File: config.mk
export PLATFORM = sky130hd
export DESIGN_NAME = instr_fetch_ctrl
export DESIGN_NICKNAME = d
export VERILOG_FILES = /design/src/rtl/cpu_pkg.sv /design/src/rtl/instr_decoder.sv /design/src/rtl/instr_fetch_ctrl.sv
export SDC_FILE = /design/constraint.sdc
export NUM_CORES = 1
export LEC_CHECK = 0
export ABC_AREA = 1
export CELL_PAD_IN_SITES_DETAIL_PLACEMENT = 0
export CELL_PAD_IN_SITES_GLOBAL_PLACEMENT = 2
export CORE_ASPECT_RATIO = 0.8
export CORE_MARGIN = 5
export CORE_UTILIZATION = 22
export CTS_BUF_LIST = sky130_fd_sc_hd__clkbuf_8 sky130_fd_sc_hd__clkbuf_16
export CTS_CLUSTER_DIAMETER = 60
export DETAILED_ROUTE_END_ITERATION = 16
export GPL_TIMING_DRIVEN = 0
export HOLD_SLACK_MARGIN = 0.15
export PLACE_DENSITY_LB_ADDON = 0.1
export SETUP_SLACK_MARGIN = 0.2
export SLEW_MARGIN = 20
export SYNTH_ARGS = -nofsm -noshare
export SYNTH_HDL_FRONTEND = slang
export SYNTH_SLANG_ARGS = --single-unit
export TNS_END_PERCENT = 1
File: constraint.sdc
create_clock -name clk -period 1.41 [get_ports clk]
set_input_delay 0.282 -clock clk [delete_from_list [all_inputs] [get_ports clk]]
set_output_delay 0.282 -clock clk [all_outputs]
set_load 0.005 [all_outputs]
File: src/rtl/cpu_pkg.sv
// cpu_pkg: definitions shared by the fetch controller and the instruction decoder.
// Holds the datapath width constants, the 16-bit instruction opcode encodings,
// the ALU control encodings and the fetch/execute FSM state type.
package cpu_pkg;

  localparam int DATA_W  = 8;
  localparam int ADDR_W  = 4;
  localparam int PC_W    = 8;
  localparam int INSTR_W = 16;

  // Opcodes 0x0-0x3 are the register form and 0x4-0x7 the immediate form
  // of the same four ALU operations; op[1:0] is the ALU control in both.
  // 0x8-0xE are NOPs and 0xF halts the machine.
  typedef enum logic [3:0] {
    OP_AND  = 4'h0,
    OP_OR   = 4'h1,
    OP_ADD  = 4'h2,
    OP_SUB  = 4'h3,
    OP_ANDI = 4'h4,
    OP_ORI  = 4'h5,
    OP_ADDI = 4'h6,
    OP_SUBI = 4'h7,
    OP_HALT = 4'hF
  } op_t;

  localparam logic [1:0] ALU_AND = 2'b00;
  localparam logic [1:0] ALU_OR  = 2'b01;
  localparam logic [1:0] ALU_ADD = 2'b10;
  localparam logic [1:0] ALU_SUB = 2'b11;

  typedef enum logic [2:0] {
    ST_IDLE,
    ST_FETCH,
    ST_DECODE,
    ST_EXEC,
    ST_HALT
  } fetch_state_t;

  // Any opcode with bit 3 clear produces a register write.
  function automatic logic op_writes(input logic [3:0] op);
    return (op[3] == 1'b0);
  endfunction

  // Opcodes 0x4-0x7 take their second ALU operand from the immediate.
  function automatic logic op_is_imm(input logic [3:0] op);
    return (op[3:2] == 2'b01);
  endfunction

endpackage

File: src/rtl/instr_decoder.sv
// instr_decoder: purely combinational decode of the instruction register.
// Ports:
//   ir          in   16  latched instruction word
//   ra1, ra2    out  4   register file read addresses
//   wa          out  4   register file write address
//   ext_data    out  8   immediate operand (zero unless immediate form)
//   alu_control out  2   ALU operation
//   alu_src     out  1   0 = register B, 1 = ext_data
//   is_write    out  1   instruction writes the register file
//   is_halt     out  1   instruction is HALT
// NOP and HALT words decode to all-zero addresses/controls so that the
// outputs are quiet whenever nothing is being written. A zero IR (reset)
// also decodes to all-zero fields.
module instr_decoder
  import cpu_pkg::*;
(
  input  logic [INSTR_W-1:0] ir,
  output logic [ADDR_W-1:0]  ra1,
  output logic [ADDR_W-1:0]  ra2,
  output logic [ADDR_W-1:0]  wa,
  output logic [DATA_W-1:0]  ext_data,
  output logic [1:0]         alu_control,
  output logic               alu_src,
  output logic               is_write,
  output logic               is_halt
);

  logic [3:0]        op;
  logic [ADDR_W-1:0] rd;
  logic [ADDR_W-1:0] rs1;
  logic [ADDR_W-1:0] rs2;
  logic [DATA_W-1:0] imm8;

  assign op   = ir[15:12];
  assign rd   = ir[11:8];
  assign rs1  = ir[7:4];
  assign rs2  = ir[3:0];
  assign imm8 = ir[7:0];

  // Field selection by instruction form. The immediate form reads its
  // first operand from rd (read-modify-write of the destination).
  always_comb begin
    ra1         = '0;
    ra2         = '0;
    wa          = '0;
    ext_data    = '0;
    alu_control = ALU_AND;
    alu_src     = 1'b0;
    is_write    = 1'b0;
    is_halt     = (op == OP_HALT);
    if (op_writes(op)) begin
      is_write    = 1'b1;
      wa          = rd;
      alu_control = op[1:0];
      if (op_is_imm(op)) begin
        ra1      = rd;
        alu_src  = 1'b1;
        ext_data = imm8;
      end else begin
        ra1 = rs1;
        ra2 = rs2;
      end
    end
  end

endmodule

File: src/rtl/instr_fetch_ctrl.sv
// instr_fetch_ctrl: fetch/decode/execute sequencer for a tiny register CPU.
// Owns the FSM, the program counter and the instruction register; the
// instruction fields are decoded by instr_decoder.
// Ports:
//   clk, reset        clock and synchronous active-high reset
//   start             leaves IDLE and begins fetching at pc
//   imem_req/addr     instruction fetch request and address (= pc)
//   imem_ack/rdata    fetch response; data is taken on the acknowledged edge
//   RA1, RA2, WA      register file addresses
//   ext_data          immediate operand to the datapath
//   ALUControl/ALUSrc ALU operation and operand-B select
//   RegWrite          one-cycle write strobe in EXEC
//   busy, halted      status (FETCH/DECODE/EXEC, HALT)
//   pc                current program counter
module instr_fetch_ctrl
  import cpu_pkg::*;
(
  input  logic               clk,
  input  logic               reset,
  input  logic               start,
  output logic               imem_req,
  output logic [PC_W-1:0]    imem_addr,
  input  logic               imem_ack,
  input  logic [INSTR_W-1:0] imem_rdata,
  output logic [ADDR_W-1:0]  RA1,
  output logic [ADDR_W-1:0]  RA2,
  output logic [ADDR_W-1:0]  WA,
  output logic [DATA_W-1:0]  ext_data,
  output logic [1:0]         ALUControl,
  output logic               ALUSrc,
  output logic               RegWrite,
  output logic               busy,
  output logic               halted,
  output logic [PC_W-1:0]    pc
);

  fetch_state_t       state;
  logic [INSTR_W-1:0] ir;
  logic               dec_is_write;
  logic               dec_is_halt;

  assign imem_addr = pc;

  // Decoded outputs come straight from IR, which only changes on a fetch
  // acknowledge, so they stay steady through DECODE and EXEC.
  instr_decoder u_decoder (
    .ir          (ir),
    .ra1         (RA1),
    .ra2         (RA2),
    .wa          (WA),
    .ext_data    (ext_data),
    .alu_control (ALUControl),
    .alu_src     (ALUSrc),
    .is_write    (dec_is_write),
    .is_halt     (dec_is_halt)
  );

  // Main sequencer. Status outputs are registered alongside the state so
  // they change on the same edge as the state they describe. RegWrite is
  // raised on the DECODE->EXEC edge and dropped on the edge leaving EXEC,
  // giving exactly one strobe per writing instruction. PC advances only
  // when EXEC returns to FETCH, never when entering HALT.
  always_ff @(posedge clk) begin
    if (reset) begin
      state    <= ST_IDLE;
      pc       <= '0;
      ir       <= '0;
      imem_req <= 1'b0;
      busy     <= 1'b0;
      halted   <= 1'b0;
      RegWrite <= 1'b0;
    end else begin
      case (state)
        ST_IDLE: begin
          if (start) begin
            state    <= ST_FETCH;
            imem_req <= 1'b1;
            busy     <= 1'b1;
          end
        end
        ST_FETCH: begin
          if (imem_ack) begin
            state    <= ST_DECODE;
            ir       <= imem_rdata;
            imem_req <= 1'b0;
          end
        end
        ST_DECODE: begin
          state    <= ST_EXEC;
          RegWrite <= dec_is_write;
        end
        ST_EXEC: begin
          RegWrite <= 1'b0;
          if (dec_is_halt) begin
            state  <= ST_HALT;
            busy   <= 1'b0;
            halted <= 1'b1;
          end else begin
            state    <= ST_FETCH;
            pc       <= pc + PC_W'(1);
            imem_req <= 1'b1;
          end
        end
        ST_HALT: begin
          state <= ST_HALT;
        end
        default: begin
          state    <= ST_IDLE;
          imem_req <= 1'b0;
          busy     <= 1'b0;
          halted   <= 1'b0;
          RegWrite <= 1'b0;
        end
      endcase
    end
  end

endmodule

# After elaboration in Yosys (flattened, before gate mapping)

Index checks and enable logic that the tools add are counted.
W data, S select, Z words.

Register bits after elaboration: 31
Output and inout bits: 43

Add/subtract/negate cells: 1
Equal/unequal tests: 10
Muxes and demuxes: 24
Bitwise logic cells: 4
Reduce and logical (&&, ||, !) cells: 11

Operator list:

| operator              | number |
|---|---|
| $mux W4               | 5 |
| $mux W8               | 2 |
| $pmux W3 S5           | 1 |
| $mux W3               | 3 |
| $add A8 B1 Y8 const B | 1 |
| $mux W1               | 8 |
| $ne A2 B2 Y1 const B  | 4 |
| $reduce_and A2 Y1     | 4 |
| $eq A3 B2 Y1 const B  | 2 |
| $reduce_or A3 Y1      | 2 |
| $eq A4 B4 Y1 const B  | 1 |
| $not A1 Y1            | 4 |
| $pmux W1 S2           | 2 |
| $pmux W1 S4           | 1 |
| $reduce_and A4 Y1     | 1 |
| $reduce_or A4 Y1      | 1 |
| $eq A3 B1 Y1 const B  | 1 |
| $eq A3 B3 Y1 const B  | 1 |
| $logic_not A3 Y1      | 1 |
| $pmux W1 S3           | 1 |
| $reduce_and A3 Y1     | 1 |
| $eq A2 B1 Y1 const B  | 1 |
| $mux W2               | 1 |
| $reduce_or A2 Y1      | 1 |

# Longest topological paths before layout

Gate-level depths: netlist of the first run.

Word-level depth: 4
Mapped depth: 9
Depth with buffers taken out: 8

# By module

Synthesis of the first run repeated with hierarchy kept, for this count alone.

Cells, all modules: 237
Area total of the unflattened synthesis: 1654.1 um^2

Modules (own cells, without submodules):

| module           | instances | cells an instance | area each (um^2) |
|---|---|---|---|
| instr_fetch_ctrl | 1         | 185               | 1443.9 |
| instr_decoder    | 1         | 52                | 210.2 |

# Least setup slack after synthesis of the first run

OpenSTA, ideal clock, no wires.

Path type: register to register
Start point: register pc[0] (netlist: imem_addr[0])
End point: register pc[6] (netlist: imem_addr[6])
Data arrival time: 1.080 ns
Data required time: 1.295 ns
Path slack: 0.214 ns
Cell stages (with the launch flop): 7
Buffers on the path: 0
Clock period less this slack: 1.196 ns
Path through: dfxtp_1 ha_1 nand2_1 nor2_1 nand2_1 o21ai_1 nor2_1

Word-level cells in the longest chain between the ends: 1

RTL lines:

| item                   | line                    | RTL |
|---|---|---|
| from (decl)            | instr_fetch_ctrl.sv:34  | `output logic [PC_W-1:0] pc` |
| from (signal assigned) | instr_fetch_ctrl.sv:100 | `pc <= pc + PC_W'(1);` |
| $add A8 B1 Y8          | instr_fetch_ctrl.sv:100 |  |

Every way passes these cells.
A chain may end at the register's enable or synchronous reset.

# Worst setup path in the final report of the first run

Start point: register ir[15]
End point: output port RA1[1]

Word-level cells in the longest chain between the ends: 3

RTL lines:

| item                   | line                   | RTL |
|---|---|---|
| from (decl)            | instr_fetch_ctrl.sv:38 | `logic [INSTR_W-1:0] ir;` |
| from (signal assigned) | instr_fetch_ctrl.sv:84 | `ir <= imem_rdata;` |
| $eq A2 B1 Y1           | cpu_pkg.sv:46          | `return (op[3:2] == 2'b01);` |
| $mux W4                | instr_decoder.sv:55    | `if (op_is_imm(op)) begin` |
| $mux W4 *              | instr_decoder.sv:51    | `if (op_writes(op)) begin` |
| to (decl)              | instr_fetch_ctrl.sv:25 | `output logic [ADDR_W-1:0] RA1,` |

Every way passes the cells marked *; elsewhere a longest branch is shown, timed or not.

==> metrics.txt, run 1 <==
maximum VDD drop=between 0.3 and 0.4 mV; top cell type's share of synthesized area=0.394; largest family of logic cells by synthesized area=simple AND/OR/NAND/NOR gates; Synth Area per Inst=about 7 um^2; xor-xnor portion of the synthesized cell area=0.00556; Post-CTS Hold Buffers=0; row cnt=27; status=finished, violations left; Remaining DRCs=0; Detailed Routing Iterations Pass 1=2; DIE WIDTH=around 100 um; Synth Register Bits=31; routing usage on met2=0.164; Final WS setup=-39.6 ps; RSZ-0062 raised after global routing=true; clk_skew=slightly below 9 ps; Syn Std Cell Area=0.00157 mm^2; CTS tree=yes; Clk pwr share=0.329; LEAKAGE=roughly 1.2 nW; H-tree depth=2; CTS Root Cell=clkbuf_8; Net Count, Synth=about 250; adder-cell share of the synthesized area=0.00795; clock sinks=31; switching power total=just under 0.7 mW; sequential area share after synthesis=0.394; cell taking the most area after synthesis=dfxtp_1; antenna violations before repair=0; PwrDens=around 850 mW/mm^2; Most Crowded Layer GR=met2; hold crit path type=reg2reg; vias in the first global route=1646; largest net degree at the start of global routing=11; fin crit share=1.03; first-pass GRT wire length=between 8000 and 9000 um; Clock Latency Late Sink=280 ps; DRT antenna net count=0; Core Area=0.00693 mm^2; worst slew pin tran=roughly 370 ps; Critical Path AT=about 1200 ps; CP Capture Type=output pin; internal power=1.66 mW; failing checks=setup timing; Vias=about 1700; P&R area growth vs syn=74.2%; CP startpoint kind=flip-flop; utilization after layout=0.396; grt ovf=0; Num CTS Buffers=5; Max Clk Rate=approximately 700 MHz; vias per inst=roughly 4.2; die extent in y=85.7 um; M1 GR Usage=0.149; Compound-Gate Fraction of Synth Area=0.200; Yosys cell types=25; gr usage total=0.110; ANT cells=0; Yosys Warn Count=0; proportion of synthesized area in mux cells=0; Post-Synthesis Cells=~230; port buffer count=between 60 and 70; Synth area leaders=dfxtp_1, a21oi_1, nor2_1; Critical Path RT=1130 ps; met3 Use GR=0.0421; critical path class=reg2out; final hold vios=0; Post-DP HPWL=around 3600 um; io pins=63; Initial Util=0.227; max cap viols=0; Comb pwr share=0.258; Period minus WS final=1450 ps; CTS Buffer Depth=2; # setup viols final=12; Net Sw Frac=0.292; Max Transition Viols Final=0; Die ar.=roughly 0.0090 mm^2; clock slew at reported path FFs=70 ps; Synth Area in Simple Gates=0.239; fill count=757; layout cell share with drive strength beyond 1=0.486; Starting DRT DRC Count=44; setup_tns=-232 ps; GP Congestion=between 0.7 and 0.8; DRT Wirelength=4860 um; CP Max Fanout=4; # nets final=roughly 330; Seq pwr share=0.413; Slew headroom=0.751; Routed WL per cell=approximately 12 um
==> through the flow <==
step | hold slack, ps | instances | power [mW] | worst slack [ps] | area [um^2]
2_1_floorplan | 344 | 225 | 1.22 | 214 | 1570
3_3_place_gp | 433 | 374 | 1.48 | -570 | 2300
3_5_place_dp | 445 | 374 | 1.48 | -571 | 2300
4_1_cts | 454 | 397 | 2.32 | -55.8 | 2590
5_1_grt | 477 | 398 | 2.49 | -108 | 2740
6_report | 455 | 398 | 2.34 | -39.6 | 2740
==> critical path, stage by stage (launching register included) <==
cell and delay, ps:
dfxtp_2 320, buf_6 130, inv_8 60, buf_6 100, o21ai_2 50, a21oi_1 100, buf_2 130
==> cells by family (layout without fill, tap and decap cells) <==
| kind of cell | after synthesis | count (layout) |
|---|---|---|
| and+or+nand+nor | 84 | 84 |
| adders and majority gates | 1 | 1 |
| DFF | 31 | 31 |
| xor gates and xnor gates | 1 | 1 |
| buffers and inverters | 50 | 136 |
| AOI/OAI and AO/OA | 58 | 58 |
==> routing by layer <==
metal / vias to the layer above / share of wire
met4: 0 / 0.010
met3: 4 / 0.064
met2: 39 / 0.44
li1: 881 / -
met5: - / 0
met1: 739 / 0.49
==> registers in the layout (all words and copies together), names as in the netlist <==
| signal | count |
|---|---|
| RegWrite | 1 |
| busy | 1 |
| halted | 1 |
| imem_addr | 8 |
| imem_req | 1 |
| ir | 16 |
| state | 3 |
==> synthesized netlist by cell type <==
cell type	count
inv_2	1
ha_1	1
xor2_1	1
buf_4	11
o21ai_1	11
dfxtp_1	31
inv_1	33
buf_2	1
nand3_1	7
a21oi_2	4
buf_8	1
nor2_2	4
o21ai_0	13
a211oi_1	1
clkbuf_1	3
a31oi_1	2
nand2_2	4
nor2_4	2
nor2_1	34
nand3_2	1
nand4_2	1
o21ai_2	1
nand4_1	1
a21oi_1	26
nand2_1	30
==> what timing repair did <==
item                                    CTS  global route
buffers inserted                         14             1
gates cloned                              1             0
endpoints found under the setup margin   71            50
pin swaps                                17            18
resized for setup                       199            44
==> layout make-up <==
| class | count | area (um^2) | share of cell area |
|---|---|---|---|
| Buffer | 16 | 170 | 0.0620 |
| Clock buffer | 7 | 96.3 | 0.0351 |
| Clock inverter | 1 | 3.75 | 0.00137 |
| Inverter | 34 | 145 | 0.0529 |
| Multi-Input combinational cell | 144 | 943 | 0.344 |
| Sequential cell | 31 | 658 | 0.240 |
| Tap cell | 87 | 109 | 0.0397 |
| Timing Repair Buffer | 78 | 617 | 0.225 |
==> final timing paths <==
path / start / to / slack (ps) / depth (start not counted)
max: ir[15] / RA1[1] / -40 / 6
min: busy / busy / 460 / 2
max reg2reg: ir[15] / imem_addr[7] / 100 / 8
min reg2reg: busy / busy / 460 / 2
==> power groups by stage <==
stage	clock (mW)	combinational, mW	sequential (mW)
after floorplan	0	0.242	0.981
after global placement	0	0.491	0.987
after detailed placement	0	0.488	0.987
after CTS	0.808	0.547	0.965
after global routing	0.845	0.673	0.973
final	0.770	0.603	0.966
==> cells in the final DEF, fill, tap and decap left out, types with 2 or more instances in the layout <==
cell / n
a21oi_1: 21
a21oi_2: 9
a31oi_1: 2
buf_12: 4
buf_2: 22
buf_4: 29
buf_6: 5
clkbuf_8: 7
clkdlybuf4s50_1: 18
dfxtp_1: 17
dfxtp_2: 6
dfxtp_4: 8
dlygate4sd2_1: 12
inv_1: 29
inv_2: 2
inv_4: 2
nand2_1: 26
nand2_2: 6
nand3_1: 6
nor2_1: 19
nor2_2: 13
nor2_4: 8
o21ai_0: 4
o21ai_1: 2
o21ai_2: 17
o21ai_4: 2
Power figures use the tool's default switching activity.
==> run 2: changes to the inputs <==
- RECOVER_POWER: unset -> 50
==> run 2 against run 1 <==
Compared with the run above:
- the flow still finishes with violations (setup timing)
- non-clock buffer count unchanged
- highest routed layer unchanged
- maximum frequency about the same
- hold slack about the same
- clock power about the same
- critical path type unchanged
- sequential share of layout area fell by 0.35 points
- largest power group unchanged
- register-to-register slack got worse by 90 ps
- largest cell class unchanged
- sequential cell count stayed put
- count of clock-buffer cells in the layout unchanged
- first-iteration DRC count shrank 27%
==> metrics.txt, run 2 (synthesized netlist as in run 1, its figures left out) <==
clk_skew=around 9.3 ps; final hold vios=0; row cnt=27; crit-path max cell delay=around 320 ps; die extent in y=approximately 86 um; Worst Path Buf+Inv=4; Post-DP HPWL=~3600 um; Inst Count DP=374; DRT antenna net count=0; Comb pwr share=0.253; Post-Place Setup Slack=-571 ps; Net Sw Frac=0.290; grt ovf=0; Top reg by flops=ir; final instance area=approximately 0.0027 mm^2; H-tree depth=2; CP Capture Type=output pin; switching power total=between 0.6 and 0.7 mW; clock slew at reported path FFs=about 70 ps; vias per inst=4.19; Critical Path RT=around 1100 ps; LEAKAGE=1.22 nW; io pins=63; CTS tree=yes; commonest non-fill, non-tap cells in the layout=inv_1, buf_4, dfxtp_1, nand2_1, buf_2; max cap viols=0; Num CTS Buffers=5; worst hold slack=between 400 and 500 ps; CTS Root Cell=clkbuf_8; # setup viols final=12; worst path cell trace=buf_6 -> inv_8 -> buf_6 -> o21ai_2 -> a21oi_1 -> buf_2; Seq pwr share=0.418; GP Congestion=between 0.7 and 0.8; clock sinks=31; RSZ-0062 raised after global routing=true; Max Clk Rate=about 690 MHz; Critical Path AT=between 1000 and 1500 ps; gr usage total=0.110; antenna violations before repair=0; fill count=a little under 800; fin crit share=1.03; Placed Area=about 0.0023 mm^2; Detailed Routing Iterations Pass 1=3; Slew headroom=0.756; largest net degree at the start of global routing=11; PwrDens=around 870 mW/mm^2; critical path launch point=ir[15]; final cell count without fillers=around 400; Worst path slowest cell=dfxtp_2; Period minus WS final=approximately 1500 ps; critical path class=reg2out; P&R area growth vs syn=70.4%; r2r startpoint=ir[15]; delay-heaviest family, CP=buffers and inverters; worst slew pin tran=366 ps; Initial Util=0.227; DIE WIDTH=105 um; DRT Wirelength=between 4000 and 5000 um; Max Transition Viols Final=0; CP startpoint kind=flip-flop; status=finished, violations left; Final WS setup=-40.5 ps; CTS Buffer Depth=2; Clk pwr share=0.329; Clock Latency Late Sink=~280 ps; Largest register FFs=16; CP Max Fanout=4; Vias=roughly 1700; hold crit path type=reg2reg; failing checks=setup timing; Die ar.=~0.009 mm^2; first-pass GRT wire length=between 8000 and 9000 um; ANT cells=0; Post-CTS Hold Buffers=0; vias in the first global route=between 1500 and 2000; port buffer count=62; Remaining DRCs=0; most frequent CP cell=buf_6; Starting DRT DRC Count=32; setup_tns=-244 ps; Routed WL per cell=approximately 12 um; layout cell share with drive strength beyond 1=0.450; internal power=1.65 mW; # nets final=around 330; Core Area=0.00693 mm^2; maximum VDD drop=roughly 0.33 mV; Hold Path Origin=busy
==> run 2: layer usage <==
layer / part of all wire / up-vias / GRT usage
met5: 0 / - / 0
met4: 0.0094 / 0 / 0.0314
met3: 0.064 / 4 / 0.0421
met2: 0.44 / 40 / 0.164
met1: 0.49 / 740 / 0.149
li1: - / 883 / -
==> run 2: final timing paths <==
kind                                endpoint  cells past startpoint  slack [ps]
worst max-delay path                  RA1[1]                      6         -40
worst min-delay path                    busy                      2         460
worst max register to register  imem_addr[6]                      7          10
worst min register to register          busy                      2         460
==> run 2: cell type report <==
cell class,count,area [um^2],area share
clock inverters,1,3.75,0.00140
inverters,34,145,0.0541
plain buffers,16,158,0.0588
multi-input cells,144,920,0.343
repair buffers,78,617,0.230
flip-flops and latches,31,634,0.236
well taps,87,109,0.0406
clock buffers,7,96.3,0.0359
==> run 2: worst reg2reg max path, delay by kind of cell (launching register included) <==
family          cells  cell delay, ps
flops               1             320
buf+inv             2             300
simple gates        4             530
compound gates      1             150
==> run 2: repair_timing <==
item	4_1_cts	5_1_grt
setup endpoints to repair	71	50
resized for setup	199	44
pin swaps	17	18
cloned	1	0
buffers inserted	14	1
==> run 2: power by group through the flow <==
stage / registers [mW] / logic, mW / clock network, mW
floorplan: 0.981 / 0.242 / 0
global placement: 0.987 / 0.491 / 0
detailed placement: 0.987 / 0.488 / 0
CTS: 0.965 / 0.547 / 0.808
global route: 0.980 / 0.658 / 0.845
finish: 0.973 / 0.589 / 0.768
==> run 2: stage by stage <==
stage / power (mW) / util
floorplan: 1.22 / -
global placement: 1.48 / 0.333
detailed placement: 1.48 / 0.333
CTS: 2.32 / 0.374
global route: 2.48 / 0.387
finish: 2.33 / 0.387
